[config.mk]
export PLATFORM = sky130hd
export DESIGN_NAME = rate_tick_gen_flat
export DESIGN_NICKNAME = d
export VERILOG_FILES = /design/src/rtl/rate_tick_gen_pkg.sv /design/src/rtl/rate_tick_gen_if.sv /design/src/rtl/btn_debounce.sv /design/src/rtl/rate_tick_gen.sv /design/src/flat_wrapper.sv
export SDC_FILE = /design/constraint.sdc
export NUM_CORES = 1
export LEC_CHECK = 0
export ABC_CLOCK_PERIOD_IN_PS = 2110
export CELL_PAD_IN_SITES_DETAIL_PLACEMENT = 0
export CELL_PAD_IN_SITES_GLOBAL_PLACEMENT = 1
export CORE_AREA = 2 2 83 85
export CTS_BUF_LIST = sky130_fd_sc_hd__clkbuf_8
export DETAILED_ROUTE_END_ITERATION = 7
export DIE_AREA = 0 0 85 87
export GPL_TIMING_DRIVEN = 0
export PLACE_DENSITY_LB_ADDON = 0.05
export SYNTH_ARGS = -nofsm -noshare
export SYNTH_HDL_FRONTEND = slang
export SYNTH_HIERARCHICAL = 1
export SYNTH_SLANG_ARGS = --single-unit
[constraint.sdc]
create_clock -name ADC_CLK_10 -period 2.11 [get_ports ADC_CLK_10]
set_clock_uncertainty 0.15 [all_clocks]
set_input_delay 0.5275 -clock ADC_CLK_10 [delete_from_list [all_inputs] [get_ports ADC_CLK_10]]
set_output_delay 0.5275 -clock ADC_CLK_10 [all_outputs]
set_load 0.1 [all_outputs]
[src/rtl/rate_tick_gen_pkg.sv]
// Shared widths and default rates for the rate tick generator and the display logic that consumes it.
`timescale 1ns/1ps
package rate_tick_gen_pkg;

  localparam int unsigned RATE_W              = 2;
  localparam int unsigned DEF_DIV0            = 10_000_000;
  localparam int unsigned DEF_DIV1            = 5_000_000;
  localparam int unsigned DEF_DIV2            = 2_000_000;
  localparam int unsigned DEF_DIV3            = 1_000_000;
  localparam int unsigned DEF_DEBOUNCE_CYCLES = 200_000;

  // Counter width able to hold 0..max_val-1, never narrower than one bit.
  function automatic int unsigned cnt_width(input int unsigned max_val);
    return (max_val > 1) ? $clog2(max_val) : 1;
  endfunction

  function automatic int unsigned max4(input int unsigned a, input int unsigned b,
                                       input int unsigned c, input int unsigned d);
    int unsigned m;
    m = a;
    if (b > m) m = b;
    if (c > m) m = c;
    if (d > m) m = d;
    return m;
  endfunction

endpackage

[src/rtl/rate_tick_gen_if.sv]
// Button/run inputs and tick/press/rate outputs of the rate tick generator.
`timescale 1ns/1ps
interface rate_tick_gen_if;
  import rate_tick_gen_pkg::*;

  logic              key1_n;
  logic              run;
  logic              tick;
  logic              press;
  logic [RATE_W-1:0] rate_sel;

  modport master (output key1_n, output run, input tick, input press, input rate_sel);
  modport slave  (input key1_n, input run, output tick, output press, output rate_sel);

endinterface

[src/rtl/btn_debounce.sv]
// Synchronizes and debounces an active-low pushbutton; pulses o_press once per accepted press.
`timescale 1ns/1ps
module btn_debounce
  import rate_tick_gen_pkg::*;
#(
  parameter int unsigned DEBOUNCE_CYCLES = DEF_DEBOUNCE_CYCLES
) (
  input  logic i_clk,
  input  logic i_rst_n,
  input  logic i_btn_n,
  output logic o_press,
  output logic o_fall_c
);

  localparam int unsigned     DB_W    = cnt_width(DEBOUNCE_CYCLES);
  localparam logic [DB_W-1:0] DB_LAST = DB_W'(DEBOUNCE_CYCLES - 1);

  logic [1:0]      r_sync;
  logic            r_stable;
  logic            r_stable_d;
  logic            r_press;
  logic [DB_W-1:0] r_db_cnt;
  logic            w_synced;

  assign w_synced = r_sync[1];
  assign o_fall_c = r_stable_d & ~r_stable;
  assign o_press  = r_press;

  // Two-flop synchronizer, idles at the released level.
  always_ff @(posedge i_clk or negedge i_rst_n) begin
    if (!i_rst_n) r_sync <= 2'b11;
    else          r_sync <= {r_sync[0], i_btn_n};
  end

  // Accept a new level only after DEBOUNCE_CYCLES consecutive differing samples.
  always_ff @(posedge i_clk or negedge i_rst_n) begin
    if (!i_rst_n) begin
      r_stable <= 1'b1;
      r_db_cnt <= '0;
    end else if (w_synced == r_stable) begin
      r_db_cnt <= '0;
    end else if (r_db_cnt == DB_LAST) begin
      r_stable <= w_synced;
      r_db_cnt <= '0;
    end else begin
      r_db_cnt <= r_db_cnt + DB_W'(1);
    end
  end

  always_ff @(posedge i_clk or negedge i_rst_n) begin
    if (!i_rst_n) begin
      r_stable_d <= 1'b1;
      r_press    <= 1'b0;
    end else begin
      r_stable_d <= r_stable;
      r_press    <= o_fall_c;
    end
  end

endmodule

[src/rtl/rate_tick_gen.sv]
// Button-selected four-rate tick generator; emits a one-cycle tick every DIVn clocks while run is high.
`timescale 1ns/1ps
module rate_tick_gen
  import rate_tick_gen_pkg::*;
#(
  parameter int unsigned DEBOUNCE_CYCLES = DEF_DEBOUNCE_CYCLES,
  parameter int unsigned DIV0            = DEF_DIV0,
  parameter int unsigned DIV1            = DEF_DIV1,
  parameter int unsigned DIV2            = DEF_DIV2,
  parameter int unsigned DIV3            = DEF_DIV3
) (
  input  logic          ADC_CLK_10,
  input  logic          KEY0,
  rate_tick_gen_if.slave bus
);

  localparam int unsigned DIV_MAX = max4(DIV0, DIV1, DIV2, DIV3);
  localparam int unsigned CNT_W   = cnt_width(DIV_MAX);

  logic              w_press;
  logic              w_fall;
  logic [CNT_W-1:0]  w_div_last;
  logic [RATE_W-1:0] r_rate_sel;
  logic [CNT_W-1:0]  r_cnt;
  logic              r_tick;

  btn_debounce #(
    .DEBOUNCE_CYCLES (DEBOUNCE_CYCLES)
  ) u_btn (
    .i_clk    (ADC_CLK_10),
    .i_rst_n  (KEY0),
    .i_btn_n  (bus.key1_n),
    .o_press  (w_press),
    .o_fall_c (w_fall)
  );

  // Rate index advances on the same edge the press pulse is registered.
  always_ff @(posedge ADC_CLK_10 or negedge KEY0) begin
    if (!KEY0)       r_rate_sel <= '0;
    else if (w_fall) r_rate_sel <= r_rate_sel + RATE_W'(1);
  end

  always_comb begin
    w_div_last = CNT_W'(DIV0 - 1);
    case (r_rate_sel)
      RATE_W'(0): w_div_last = CNT_W'(DIV0 - 1);
      RATE_W'(1): w_div_last = CNT_W'(DIV1 - 1);
      RATE_W'(2): w_div_last = CNT_W'(DIV2 - 1);
      RATE_W'(3): w_div_last = CNT_W'(DIV3 - 1);
    endcase
  end

  // Prescaler: a press restarts the period and suppresses any coincident tick.
  always_ff @(posedge ADC_CLK_10 or negedge KEY0) begin
    if (!KEY0) begin
      r_cnt  <= '0;
      r_tick <= 1'b0;
    end else if (w_fall) begin
      r_cnt  <= '0;
      r_tick <= 1'b0;
    end else if (bus.run) begin
      if (r_cnt == w_div_last) begin
        r_cnt  <= '0;
        r_tick <= 1'b1;
      end else begin
        r_cnt  <= r_cnt + CNT_W'(1);
        r_tick <= 1'b0;
      end
    end else begin
      r_tick <= 1'b0;
    end
  end

  assign bus.tick     = r_tick;
  assign bus.press    = w_press;
  assign bus.rate_sel = r_rate_sel;

endmodule

[src/flat_wrapper.sv]
// flat-port wrapper written by rule: the top's interface ports become plain ports
module rate_tick_gen_flat import rate_tick_gen_pkg::*;
#(
  parameter int unsigned DEBOUNCE_CYCLES = DEF_DEBOUNCE_CYCLES,
  parameter int unsigned DIV0            = DEF_DIV0,
  parameter int unsigned DIV1            = DEF_DIV1,
  parameter int unsigned DIV2            = DEF_DIV2,
  parameter int unsigned DIV3            = DEF_DIV3
)
  (ADC_CLK_10, KEY0, bus_key1_n, bus_run, bus_tick, bus_press, bus_rate_sel);
  rate_tick_gen_if bus_i ();
  input  logic ADC_CLK_10;
  input  logic KEY0;
  input wire logic [$bits(bus_i.key1_n)-1:0] bus_key1_n;
  input wire logic [$bits(bus_i.run)-1:0] bus_run;
  output wire logic [$bits(bus_i.tick)-1:0] bus_tick;
  output wire logic [$bits(bus_i.press)-1:0] bus_press;
  output wire logic [$bits(bus_i.rate_sel)-1:0] bus_rate_sel;
  assign bus_i.key1_n = bus_key1_n;
  assign bus_i.run = bus_run;
  assign bus_tick = bus_i.tick;
  assign bus_press = bus_i.press;
  assign bus_rate_sel = bus_i.rate_sel;
  rate_tick_gen #(.DEBOUNCE_CYCLES(DEBOUNCE_CYCLES), .DIV0(DIV0), .DIV1(DIV1), .DIV2(DIV2), .DIV3(DIV3)) u_core (.ADC_CLK_10(ADC_CLK_10), .KEY0(KEY0), .bus(bus_i));
endmodule
==> flow_summary.html <==
<table>
<tr><th>Metric</th><th>Value</th></tr>
<tr><th colspan="2">Run status</th></tr>
<tr><td>Run status</td><td>finished, violations left</td></tr>
<tr><td>Failing checks</td><td>setup timing</td></tr>
<tr><th colspan="2">Clock tree</th></tr>
<tr><td>H-tree depth</td><td>2</td></tr>
<tr><td>Worst skew pair latency</td><td>0.31 ns</td></tr>
<tr><td>CTS tree</td><td>done</td></tr>
<tr><td>Clock input transition at the sequential cells of the worst setup and hold paths</td><td>0.10 ns</td></tr>
<tr><td>Root buffer selected by CTS</td><td>clkbuf_8</td></tr>
<tr><td>CTS Hold Buffers Added</td><td>0</td></tr>
<tr><td>Clock sinks</td><td>50</td></tr>
<tr><td>Deepest clock path buffer count</td><td>2</td></tr>
<tr><td>Inserted Clock Buffers</td><td>5</td></tr>
<tr><th colspan="2">Yosys</th></tr>
<tr><td>Dominant register cell in the synthesized netlist</td><td>dfrtp_1</td></tr>
<tr><td>Proportion of synthesized flip-flops having asynchronous set or reset</td><td>100%</td></tr>
<tr><td>Netlist area before placement</td><td>between 2000 and 3000 µm²</td></tr>
<tr><td>Post-synth EDFFs</td><td>0</td></tr>
<tr><td>Number of instances in the synthesized netlist</td><td>between 300 and 400</td></tr>
<tr><td>Synthesized flop and latch total</td><td>50</td></tr>
<tr><td>Synthesized Nets</td><td>320</td></tr>
<tr><td>Synthesis warning total</td><td>6</td></tr>
<tr><td>Sequential cell area fraction in the yosys report</td><td>approximately 44%</td></tr>
<tr><td>Syn_area_per_cell</td><td>9.14 µm²</td></tr>
<tr><td>Netlist cell types</td><td>61</td></tr>
<tr><th colspan="2">GRT</th></tr>
<tr><td>Initial antenna violation count</td><td>0</td></tr>
<tr><td>First-pass GRT wire length</td><td>12600 µm</td></tr>
<tr><td>Via count of the first global-routing pass</td><td>between 2000 and 3000</td></tr>
<tr><td>Global routing's busiest layer</td><td>met2</td></tr>
<tr><td>Met3 track demand over resource in global routing</td><td>3.22%</td></tr>
<tr><td>Global route total overflow</td><td>0</td></tr>
<tr><td>Met1 usage</td><td>26.9%</td></tr>
<tr><td>Routing usage on met2</td><td>37.6%</td></tr>
<tr><td>Largest net degree at the start of global routing</td><td>27</td></tr>
<tr><td>GRT Util Overall</td><td>21.5%</td></tr>
<tr><th colspan="2">Placed design</th></tr>
<tr><td>Placer's final routability congestion estimate</td><td>around 0.77</td></tr>
<tr><td>Number of instances in the placed design</td><td>398</td></tr>
<tr><td>Count of buffers from port buffering</td><td>7</td></tr>
<tr><td>Post-detailed-placement half-perimeter wirelength</td><td>just under 5000 µm</td></tr>
<tr><th colspan="2">Timing</th></tr>
<tr><td>Number of endpoints failing setup at the final stage</td><td>40</td></tr>
<tr><td>Relative slew slack</td><td>58.0%</td></tr>
<tr><td>Setup slack of the critical path after layout</td><td>-0.176 ns</td></tr>
<tr><td>Final Hold Violating Endpoints</td><td>0</td></tr>
<tr><td>RSZ-0062 raised after global routing</td><td>yes</td></tr>
<tr><td>Highest clock frequency the design can meet</td><td>438 MHz</td></tr>
<tr><td>Measured slew at the worst slew-check pin</td><td>between 0.6 and 0.7 ns</td></tr>
<tr><td>Max Slew Vio Count</td><td>0</td></tr>
<tr><td>Final critical path time including I/O delays and setup</td><td>roughly 2.3 ns</td></tr>
<tr><td>Share of the clock period used by the worst path after layout</td><td>108%</td></tr>
<tr><th colspan="2">Routing</th></tr>
<tr><td>Detailed-routing iteration count for the pre-antenna-repair pass</td><td>4</td></tr>
<tr><td>Vias</td><td>2593</td></tr>
<tr><td>Drt total wl</td><td>approximately 7700 µm</td></tr>
<tr><td>Detailed Route Iter0 Violations</td><td>about 110</td></tr>
<tr><td>Number of vias per cell</td><td>5.69</td></tr>
<tr><td>Detailed-route wire length per cell</td><td>16.8 µm</td></tr>
<tr><td># DRC</td><td>0</td></tr>
<tr><td>Antenna viol nets, final</td><td>0</td></tr>
<tr><th colspan="2">Floorplan</th></tr>
<tr><td>DIE HEIGHT</td><td>87 µm</td></tr>
<tr><td>I/O pin count</td><td>8</td></tr>
<tr><td>Die width</td><td>about 85 µm</td></tr>
<tr><td>Overall die area</td><td>7400 µm²</td></tr>
<tr><td>Site Rows</td><td>30</td></tr>
<tr><td>Initial cell density of the core</td><td>43.1%</td></tr>
<tr><td>Core Region</td><td>6570 µm²</td></tr>
<tr><th colspan="2">Critical path</th></tr>
<tr><td>Launching element type of the critical path</td><td>flop</td></tr>
<tr><td>Critical path fanouts, max</td><td>5</td></tr>
<tr><td>CP max stage delay</td><td>about 0.55 ns</td></tr>
<tr><td>Cell Chain, Critical Path</td><td>or4b_1 -&gt; or4_4 -&gt; o31ai_4 -&gt; buf_6 -&gt; buf_8 -&gt; nor2_2</td></tr>
<tr><td>Endpoint arrival time on the critical path</td><td>2.34 ns</td></tr>
<tr><td>Slowest library cell on the worst path</td><td>or4_4</td></tr>
<tr><td>Sum of buffers and inverters on the critical path</td><td>2</td></tr>
<tr><td>Category of the critical setup timing path</td><td>flop to flop</td></tr>
<tr><td>WP data required</td><td>2.16 ns</td></tr>
<tr><td>Dominant delay contributor by cell family on the critical path</td><td>simple AND/OR/NAND/NOR gates</td></tr>
<tr><td>Endpoint class of the critical path</td><td>flop</td></tr>
<tr><th colspan="2">Final layout</th></tr>
<tr><td>Number of inserted diodes</td><td>0</td></tr>
<tr><td>Number of nets in the final layout</td><td>roughly 390</td></tr>
<tr><td>Finished Layout Cells</td><td>456</td></tr>
<tr><td>Core utilization of the finished layout</td><td>approximately 60%</td></tr>
<tr><td>Synthesis-to-finish area growth</td><td>39.7%</td></tr>
<tr><td>Layout cells sized above 1</td><td>43.6%</td></tr>
<tr><th colspan="2">Power</th></tr>
<tr><td>Sequential share of power</td><td>53.8%</td></tr>
<tr><td>Switching power</td><td>0.618 mW</td></tr>
<tr><td>Internal Dissipation</td><td>1.46 mW</td></tr>
<tr><td>Logic gate share of total power</td><td>17.7%</td></tr>
<tr><td>Share of total power consumed by net switching</td><td>29.8%</td></tr>
<tr><td>Clock share of power</td><td>roughly 28%</td></tr>
<tr><td>Power per cell area</td><td>524 nW/µm²</td></tr>
<tr><td>Lkg Pwr</td><td>1.64 nW</td></tr>
<tr><td>IR drop worst, VDD</td><td>about 300 µV</td></tr>
<tr><th colspan="2">Min path</th></tr>
<tr><td>Min-Delay Path Class</td><td>input pin to asynchronous set/reset pin</td></tr>
<tr><th colspan="2">Job</th></tr>
<tr><td>Max Cap Viol</td><td>0</td></tr>
</table>
[path summary, 6_finish.rpt]
| kind | endpoint | start | slack [ns] | depth (start not counted) |
|---|---|---|---|---|
| setup / recovery | u_core/u_btn/r_db_cnt[13] | u_core/u_btn/r_db_cnt[6] | -0.18 | 6 |
| hold / removal | u_core/u_btn/r_db_cnt[6] | KEY0 | 0.07 | 1 |
| setup reg to reg | u_core/u_btn/r_db_cnt[13] | u_core/u_btn/r_db_cnt[6] | -0.18 | 6 |
| hold reg to reg | u_core/u_btn/r_sync[1] | u_core/u_btn/r_sync[0] | 0.22 | 0 |
| max in group asynchronous | u_core/u_btn/r_stable_d | KEY0 | 1.10 | 2 |
| min in group ADC_CLK_10 | u_core/u_btn/r_sync[1] | u_core/u_btn/r_sync[0] | 0.22 | 0 |
[stage by stage]
step           setup slack [ns]  power (mW)  hold WS [ns]  area (µm²)  TNS, ns
4_1_cts                  -0.152        2.05        0.0753        3720    -2.93
6_report                 -0.176        2.07        0.0747        3960    -4.99
3_5_place_dp             -0.567        1.32         0.204        3070   -14.45
5_1_grt                  -0.247        2.19         0.101        3960    -7.84
2_1_floorplan            -0.169        1.22        0.0819        2890    -2.28
3_3_place_gp              -1.58        1.30         0.195        3060   -74.00
[cell usage in the layout, fill, tap and decap left out, drive strengths merged, types with 2 or more instances in the layout]
| master | synthesis | routed |
|---|---|---|
| o21a | 2 | 2 |
| dfstp | 4 | 4 |
| nor2b | 2 | 2 |
| dfrtp | 46 | 46 |
| inv | 10 | 11 |
| ha | 6 | 6 |
| xor2 | 6 | 6 |
| or3 | 9 | 9 |
| nand2b | 5 | 5 |
| o21ai | 8 | 8 |
| a31oi | 7 | 7 |
| o22ai | 2 | 2 |
| or2 | 4 | 4 |
| nand4 | 9 | 9 |
| nor4 | 5 | 5 |
| or4 | 4 | 4 |
| clkdlybuf4s50 | 0 | 2 |
| o311ai | 2 | 2 |
| nand2 | 49 | 49 |
| and3 | 7 | 7 |
| clkdlybuf4s15 | 0 | 2 |
| clkbuf | 6 | 10 |
| o31ai | 3 | 3 |
| nor3 | 15 | 15 |
| o2111a | 2 | 2 |
| buf | 4 | 58 |
| nand3 | 29 | 29 |
| xnor2 | 13 | 13 |
| nor2 | 26 | 26 |
| nor4b | 2 | 2 |
| a21oi | 5 | 6 |
[Yosys cell counts, types with 2 or more instances]
cell,instances,area share [%]
ha_1,6,2.6
nor2b_1,2,0.44
nand4_1,9,2.0
and3_2,2,0.53
xnor2_1,13,4.0
clkbuf_1,5,0.66
o22ai_1,2,0.44
or2_2,3,0.66
nor2_1,26,3.4
or4_4,2,0.79
dfstp_2,4,3.7
nand2_1,48,6.4
xor2_1,6,1.9
o21ai_0,7,1.2
a31oi_1,7,1.5
nand3_1,29,5.1
buf_6,3,1.2
nor4_1,5,1.1
or3_2,2,0.53
or3_1,6,1.3
o21a_1,2,0.53
inv_1,10,1.3
nor3_1,15,2.6
nand2b_1,5,1.1
o2111a_1,2,0.79
a21oi_1,4,0.71
dfrtp_1,46,41
o311ai_0,2,0.62
and3_1,5,1.1
[cells by family (layout without fill, tap and decap cells)]
family                   after synthesis  in the layout  synth area share (%)
multiplexers                           2              2                 0.751
buffers and inverters                 20             85                  3.84
XOR/XNOR                              19             19                  5.87
AO/OA/AOI/OAI                         41             42                  10.9
adder cells (fa/ha/maj)                6              6                  2.65
flip-flops                            50             50                  44.3
AND/OR/NAND/NOR                      172            172                  31.6
[per-layer routing]
layer	share of wire, %	vias up	wire length (µm)
met1	41	1287	3160
met3	2.8	9	211
met2	55	53	4180
met4	1.4	0	108
met5	0	-	0
li1	-	1244	-
[state kept, by name, summed over array words and instances (netlist names)]
signal / cells
u_core/bus.rate_sel: 2
u_core/bus.tick: 1
u_core/r_cnt: 24
u_core/u_btn/o_press: 1
u_core/u_btn/r_db_cnt: 18
u_core/u_btn/r_stable: 1
u_core/u_btn/r_stable_d: 1
u_core/u_btn/r_sync: 2
[final cells by class]
class / count / area [µm²]
Fill cell: 563 / 2610
Multi-Input combinational cell: 241 / 1830
Sequential cell: 50 / 1270
Timing Repair Buffer: 58 / 537
Tap cell: 80 / 100
Buffer: 9 / 80.1
Clock buffer: 5 / 68.8
Inverter: 10 / 42.5
Clock inverter: 3 / 25.0
[what timing repair did]
action | in CTS | in global routing
buffers inserted | 37 | 11
pin swaps | 37 | 24
resized for setup | 77 | 47
setup endpoints to repair | 46 | 42
cloned | 3 | 0
[power groups by stage]
stage | Combinational (mW) | Sequential (mW) | Clock (mW)
6_report | 0.368 | 1.12 | 0.589
5_1_grt | 0.408 | 1.13 | 0.657
4_1_cts | 0.320 | 1.11 | 0.620
3_5_place_dp | 0.191 | 1.13 | 0
3_3_place_gp | 0.178 | 1.12 | 0
2_1_floorplan | 0.125 | 1.10 | 0
Power figures use the tool's default switching activity.
